### src/rtl/updown_counter_param.sv
// updown_counter_param: loadable up/down counter with programmable step
// and bounds; saturates or wraps at the limits and flags bound crossings.
module updown_counter_param #(
   parameter int unsigned      WIDTH     = 8,
   parameter logic [WIDTH-1:0] RESET_VAL = '0
) (
   input  logic             clock,
   input  logic             clear,
   input  logic             enable,
   input  logic             load,
   input  logic [WIDTH-1:0] preset,
   input  logic             up,
   input  logic             down,
   input  logic [WIDTH-1:0] step,
   input  logic [WIDTH-1:0] limit_lo,
   input  logic [WIDTH-1:0] limit_hi,
   input  logic             sat_mode,
   output logic [WIDTH-1:0] Q_out,
   output logic             tc_pulse,
   output logic             at_hi,
   output logic             at_lo,
   output logic             limit_err
);

   logic [WIDTH-1:0] cnt_q, cnt_d;
   logic             tc_q, tc_d;
   logic             err_q, err_d;
   logic [WIDTH:0]   sum, diff;
   logic             do_up, do_dn;
   logic             up_ovf, dn_unf;

   // Inverted limits block counting on the same edge they appear.
   assign err_d = limit_lo > limit_hi;
   assign do_up = ~load & enable & up & ~down & ~err_d;
   assign do_dn = ~load & enable & down & ~up & ~err_d;

   // One extra bit keeps the carry and the borrow visible.
   assign sum    = {1'b0, cnt_q} + {1'b0, step};
   assign diff   = {1'b0, cnt_q} - {1'b0, step};
   assign up_ovf = sum > {1'b0, limit_hi};
   assign dn_unf = diff[WIDTH] | (diff[WIDTH-1:0] < limit_lo);

   always_comb begin
      cnt_d = cnt_q;
      tc_d  = 1'b0;
      unique case (1'b1)
         load: cnt_d = preset;
         do_up: begin
            if (up_ovf) begin
               cnt_d = sat_mode ? limit_hi : limit_lo;
               tc_d  = 1'b1;
            end else begin
               cnt_d = sum[WIDTH-1:0];
            end
         end
         do_dn: begin
            if (dn_unf) begin
               cnt_d = sat_mode ? limit_lo : limit_hi;
               tc_d  = 1'b1;
            end else begin
               cnt_d = diff[WIDTH-1:0];
            end
         end
         default: ;
      endcase
   end

   always_ff @(posedge clock or negedge clear) begin
      if (!clear) begin
         cnt_q <= RESET_VAL;
         tc_q  <= 1'b0;
         err_q <= 1'b0;
      end else begin
         cnt_q <= cnt_d;
         tc_q  <= tc_d;
         err_q <= err_d;
      end
   end

   assign Q_out     = cnt_q;
   assign tc_pulse  = tc_q;
   assign limit_err = err_q;
   assign at_hi     = cnt_q == limit_hi;
   assign at_lo     = cnt_q == limit_lo;

endmodule

### config.mk
export PLATFORM = sky130hd
export DESIGN_NAME = updown_counter_param
export DESIGN_NICKNAME = d
export VERILOG_FILES = /design/src/rtl/updown_counter_param.sv
export SDC_FILE = /design/constraint.sdc
export NUM_CORES = 1
export LEC_CHECK = 0
export CORE_MARGIN = 2
export CORE_UTILIZATION = 40
export CTS_CLUSTER_DIAMETER = 80
export DETAILED_ROUTE_END_ITERATION = 10
export GPL_ROUTABILITY_DRIVEN = 0
export GPL_TIMING_DRIVEN = 0
export HOLD_SLACK_MARGIN = 0.06
export MAX_ROUTING_LAYER = met4
export PLACE_DENSITY = 0.66
export SETUP_SLACK_MARGIN = 0.15
export SYNTH_ARGS = -nofsm -noshare
export SYNTH_HDL_FRONTEND = slang
export SYNTH_SLANG_ARGS = --single-unit
### constraint.sdc
create_clock -name clock -period 5.4 [get_ports clock]
set_input_delay 1.08 -clock clock [delete_from_list [all_inputs] [get_ports clock]]
set_output_delay 1.08 -clock clock [all_outputs]
set_load 0.03 [all_outputs]
=== Word-level counts from Yosys, hierarchy flattened ===
Index checks and enable logic that the tools add are counted.

* Register bits after elaboration: 10
* Output and inout port bits: 12
* Input port bits: 39
* Word-level logic and storage cells: 31

* Add/subtract/negate cells: 2
* Reduce and logical (&&, ||, !) cells: 1
* $lt $le $gt $ge: 3
* Bitwise logic cells: 12
* Equal/unequal tests: 2
* Multiplexer cells: 8

{| class="wikitable"
|+ Operators with widths
! kind !! number
|-
| 2-to-1 mux 8 bit || 4
|-
| one-hot mux 8 bit (3 select lines) || 1
|-
| == test 8 bit || 2
|-
| adder 8 x 8 -> 9 bit || 1
|-
| greater-than comparator 9 x 8 -> 1 bit || 1
|-
| subtractor 8 x 8 -> 9 bit || 1
|-
| greater-than comparator 8 bit || 1
|-
| less-than comparator 8 bit || 1
|-
| AND 1 bit || 7
|-
| NOT 1 bit || 4
|-
| nonzero test 3 bit || 1
|-
| 2-to-1 mux 1 bit || 2
|-
| one-hot mux 1 bit (2 select lines) || 1
|-
| bitwise OR 1 bit || 1
|}

=== Depth between registers and ports, before layout ===
* Depth after elaboration: 6
* Depth in mapped cells: 17
* Depth with buffers taken out: 16

=== Worst setup path before layout ===
OpenSTA, ideal clock, no wires.

* Path kind: input to register
* Start point: input step[2]
* End point: register cnt_q[7] (netlist: Q_out[7])
* Data required time: 5259 ps
* Library setup time: 141 ps
* Data arrival time: 4002 ps
* Path buffers: 1
* Slack: 1256 ps
* Cell stages on the path: 15
* Path through: inv_1 ha_1 nor2b_1 a211o_1 a221oi_1 xnor2_1 ha_1 and3_1 a211oi_1 a211oi_1 or3_1 buf_6 mux2_4 a22oi_2 a31oi_1

* Word-level cells in the longest chain between the ends: 5
* Elaborated cells on any way between the ends: 8
* Classes of those cells: add/sub: 2; order compare: 2; mux: 3; bitwise: 1

{| class="wikitable"
|+ Ends and longest elaborated chain
! what !! RTL line !! source
|-
| start, declared || 14 || <nowiki>input logic [WIDTH-1:0] step,</nowiki>
|-
| subtractor 8 x 8 -> 9 bit || 39 || <nowiki>assign diff = {1'b0, cnt_q} - {1'b0, step};</nowiki>
|-
| less-than comparator 8 bit || 41 || <nowiki>assign dn_unf = diff[WIDTH] | (diff[WIDTH-1:0] < limit_lo);</nowiki>
|-
| bitwise OR 1 bit || 41 ||
|-
| 2-to-1 mux 8 bit || 57 || <nowiki>if (dn_unf) begin</nowiki>
|-
| one-hot mux 8 bit (3 select lines) (*) || 46 || <nowiki>unique case (1'b1)</nowiki>
|-
| end signal, assigned || 74 || <nowiki>cnt_q <= cnt_d;</nowiki>
|-
| end, declared || 25 || <nowiki>logic [WIDTH-1:0] cnt_q, cnt_d;</nowiki>
|}

Every way passes the cells marked *; elsewhere a longest branch is shown, timed or not.
A chain may end at the register's enable or synchronous reset.

=== Final worst setup path ===
* Start point: input step[0]
* End point: register cnt_q[7] (netlist: Q_out[7])

The elaborated chain is that of the path after synthesis.

==> impl_summary.log <==
[metrics] PortBufs: 50
[metrics] NumNets Final: 430
[metrics] Post-Syn Instances: 295
[metrics] overall via count from detail_route: 2316
[metrics] Maximum Capacitance Violations: 0
[metrics] number of enable flip-flop cells after synthesis: 0
[metrics] largest net degree at the start of global routing: 11
[metrics] router iterations before antenna repair: 4
[metrics] Total Negative Setup Slacks: 0 ns
[metrics] Most used DFF post-synth: dfrtp_1
[metrics] setup repair bufs after CTS: 0
[metrics] kind of start point of the critical path: primary input
[metrics] Worst EP required: ~5.5 ns
[metrics] Synthesized Nets: 375
[metrics] pin slew with the least headroom to its limit: 0.693 ns
[metrics] critical path buffer and inverter count: 3
[metrics] depth of the critical timing path with buffers and inverters included: 18
[metrics] Post-synth ARST share: 1.00
[metrics] fill cell total of the finished layout: 518
[metrics] clk root buf: clkbuf_8
[metrics] met1 GRT Util: 0.294
[metrics] clock edge transition at the registers on the reported setup and hold paths: 0.06 ns
[metrics] Via density: ~5.5
[metrics] met2 usage in global routing: 0.385
[metrics] critical path's top delay family: compound AO/OA/AOI/OAI gates
[metrics] area of the die: 6290 µm²
[metrics] Worst Setup End Kind: flip-flop
[metrics] post-route cell area: a little under 3000 µm²
[metrics] I/O pin count: 51
[metrics] placed wire-length estimate: ~5.5 mm
[metrics] row count: 27
[metrics] wire length of the first global-routing pass: 10.9 mm
[metrics] number of nets with antenna violations after routing: 0
[metrics] portion of the clock cycle consumed by the worst path in the final layout: 0.883
[metrics] final clock skew: between 0.007 and 0.008 ns
[metrics] routed wire length per instance: between 15 and 20 µm
[metrics] Final setup violation count: 0
[metrics] CP Max Fanout: 6
[metrics] synth warn: 0
[metrics] fraction of layout instances using a drive strength above 1: 0.0544
[metrics] timing startpoint of the critical path: step[0]
[metrics] setup repair after global routing missed its margin: false
[metrics] Yosys reg bits: 10
[metrics] number of global-route vias before repair: between 2000 and 2500
[metrics] leakage power summed over all cells: 0.00128 µW
[metrics] Initial Utilization: 0.412
[metrics] grt peak-use layer: met2
[metrics] cell-by-cell trace of the critical path: clkdlybuf4s50_1 > ha_1 > inv_1 > fa_1 > nor2_1 > o311ai_1 > a21oi_1 > nor2_1 > xnor2_1 > ha_1 > a21o_1 > a211oi_1 > a211oi_1 > or3_1 > buf_6 > mux2_4 > a22oi_2 > a31oi_1
[metrics] total DRC errors in the routed layout: 0
[metrics] Cells on Worst Hold Path: 2
[metrics] biggest cell delay along the critical path: 0.49 ns
[metrics] Slew Limit Headroom: 0.535
[metrics] worst min-delay path class: reg2reg
[metrics] Min Clock Period, post-route: 4.77 ns
[metrics] TritonCTS Buffers: 3
[metrics] Cell variety after synth: 55
[metrics] slowest stage cell, crit path: clkdlybuf4s50_1
[metrics] global route overflow: 0
[metrics] status: completed
[metrics] kind of critical path: in2reg
[metrics] Worst Path Arrival: 4.87 ns
[metrics] floorplan die width: 79.3 µm
[metrics] post-synthesis sequential area ratio: 0.110
[metrics] Max Fclk: between 200 and 250 MHz
[metrics] global router's overall resource usage: 0.226
[metrics] post-synthesis area per instance: approximately 7.7 µm²
[metrics] core outline area: around 5500 µm²
[metrics] growth of design area from synthesis to finish: 28.5%
[metrics] Peak VDD IR: roughly 0.11 mV
[metrics] power density of the placed cells: 254 nW/µm²
[metrics] global routing usage on met3: 0.0136
[metrics] number of clock sinks: 10
[metrics] launch instance of the worst register-to-register path: Q_out[0]$_DFFE_PN0P_
[metrics] Max Buffers Root-to-Sink: 2
[metrics] floorplan die height: 79.3 µm
[metrics] post-cts hold buffer count: 0
[metrics] Worst-Skew Late Latency: 0.25 ns
[metrics] aggregate routed wire length: about 6.6 mm
[metrics] number of antenna violations at the first check in global routing: 0
[metrics] worst hold slack: 0.672 ns
[metrics] Worst Min Path Start: Q_out[7]$_DFFE_PN0P_
[metrics] Resized cells post-CTS: 0
[metrics] placed cell areas: 2860 µm²
[metrics] TritonCTS clock tree: done
[metrics] Starting DRT DRC Count: 167
[metrics] Slew Limit Fails: 0
[metrics] depth of the worst register-to-register path: 17
[metrics] area of the mapped netlist: 2270 µm²
[metrics] antenna fix cells: 0
[metrics] number of H-tree levels: 1
[metrics] endpoints failing hold: 0
==> state kept, by name, indices dropped and copies added, names as in the netlist <==
| name | flops |
|---|---|
| tc_pulse | 1 |
| Q_out | 8 |
| limit_err | 1 |
==> cell type report <==
type | count | area [µm²] | area share
Multi-Input combinational cell | 241 | 1840 | 0.631
Timing Repair Buffer | 50 | 500 | 0.172
Sequential cell | 10 | 250 | 0.0859
Inverter | 37 | 139 | 0.0477
Tap cell | 72 | 90.1 | 0.0309
Clock buffer | 4 | 55.1 | 0.0189
Buffer | 7 | 41.3 | 0.0142
==> worst register-to-register path: cells and delay by family, from the launching register on <==
family	cells	cell delay [ns]
AO/OA/AOI/OAI	7	1.09
buffers and inverters	2	0.20
flip-flops	1	0.53
XOR/XNOR	1	0.23
multiplexers	1	0.29
AND/OR/NAND/NOR	3	0.62
adder cells (fa/ha/maj)	3	0.95
==> kinds of logic after synthesis <==
logic type,count (synthesis),synth area share
flip-flops,10,0.110
buffers and inverters,44,0.0795
XOR/XNOR,27,0.104
adder cells (fa/ha/maj),41,0.233
AND/OR/NAND/NOR,83,0.179
AO/OA/AOI/OAI,83,0.258
multiplexers,7,0.0359
==> layout by cell type, fill, tap and decap left out, types with 2 or more instances in the layout <==
| cell | Yosys | routed |
|---|---|---|
| a211o_1 | 2 | 2 |
| a211oi_1 | 5 | 5 |
| a21boi_0 | 2 | 2 |
| a21o_1 | 2 | 2 |
| a21oi_1 | 13 | 13 |
| a22oi_1 | 9 | 9 |
| a31oi_1 | 7 | 7 |
| and3_1 | 2 | 2 |
| buf_6 | 2 | 2 |
| clkbuf_1 | 5 | 5 |
| clkbuf_8 | 0 | 4 |
| clkdlybuf4s50_1 | 0 | 50 |
| dfrtp_1 | 10 | 10 |
| fa_1 | 2 | 2 |
| ha_1 | 39 | 39 |
| inv_1 | 37 | 37 |
| mux2_2 | 5 | 5 |
| nand2_1 | 20 | 20 |
| nand2b_1 | 5 | 5 |
| nand4_1 | 6 | 6 |
| nor2_1 | 28 | 28 |
| nor2b_1 | 4 | 4 |
| nor3_1 | 3 | 3 |
| nor3b_1 | 2 | 2 |
| nor4_1 | 2 | 2 |
| o211ai_1 | 7 | 7 |
| o21a_1 | 2 | 2 |
| o21ai_0 | 15 | 15 |
| o21bai_1 | 3 | 3 |
| o31ai_1 | 2 | 2 |
| or3_1 | 3 | 3 |
| xnor2_1 | 23 | 23 |
| xor2_1 | 4 | 4 |
==> layer usage <==
layer / up-vias / part of all wire
li1: 1171 / -
met1: 1054 / 0.46
met2: 80 / 0.47
met3: 11 / 0.052
met4: 0 / 0.018
met5: - / 0
==> cells in the mapped netlist, types with 2 or more instances <==
| cell | count | area share |
|---|---|---|
| nand2_1 | 20 | 0.033 |
| inv_1 | 37 | 0.061 |
| xnor2_1 | 23 | 0.089 |
| a31oi_1 | 7 | 0.019 |
| a211o_1 | 2 | 0.0077 |
| clkbuf_1 | 5 | 0.0083 |
| nor3_1 | 3 | 0.0066 |
| o31ai_1 | 2 | 0.0066 |
| nor2b_1 | 4 | 0.011 |
| mux2_2 | 5 | 0.025 |
| or3_1 | 3 | 0.0083 |
| nor4_1 | 2 | 0.0055 |
| a21boi_0 | 2 | 0.0066 |
| buf_6 | 2 | 0.0099 |
| o21bai_1 | 3 | 0.0099 |
| and3_1 | 2 | 0.0055 |
| a22oi_1 | 9 | 0.030 |
| a21o_1 | 2 | 0.0066 |
| nor2_1 | 28 | 0.046 |
| dfrtp_1 | 10 | 0.11 |
| a211oi_1 | 5 | 0.017 |
| nand4_1 | 6 | 0.017 |
| nor3b_1 | 2 | 0.0066 |
| nand2b_1 | 5 | 0.014 |
| a21oi_1 | 13 | 0.029 |
| o21a_1 | 2 | 0.0066 |
| o211ai_1 | 7 | 0.023 |
| xor2_1 | 4 | 0.015 |
| ha_1 | 39 | 0.22 |
| fa_1 | 2 | 0.018 |
| o21ai_0 | 15 | 0.033 |
==> metrics by stage <==
stage / total power, µW / util / std cells / setup WS (ns)
after floorplan: 486 / - / 295 / 1.26
after global placement: 633 / 0.519 / 417 / 0.474
after detailed placement: 641 / 0.519 / 417 / 0.415
after CTS: 740 / 0.529 / 421 / 0.669
after global routing: 812 / 0.529 / 421 / 0.363
final: 741 / 0.529 / 421 / 0.630
==> worst paths after layout <==
kind / endpoint / slack, ns
max in group asynchronous: Q_out[3]$_DFFE_PN0P_ / 3.86
setup reg to reg: Q_out[7]$_DFFE_PN0P_ / 1.36
hold / removal: Q_out[7]$_DFFE_PN0P_ / 0.67
hold reg to reg: Q_out[7]$_DFFE_PN0P_ / 0.67
setup / recovery: Q_out[7]$_DFFE_PN0P_ / 0.63
min in group asynchronous: Q_out[6]$_DFFE_PN0P_ / 1.18
==> power breakdown <==
group | switching [µW] | leakage, µW | internal [µW]
logic | 281 | 0.00114 | 248
clock network | 34.6 | 0.0000288 | 64.5
registers | 26.3 | 0.000116 | 86.3
total | 342 | 0.00128 | 399
No activity file was read; power rests on OpenSTA's default activity.
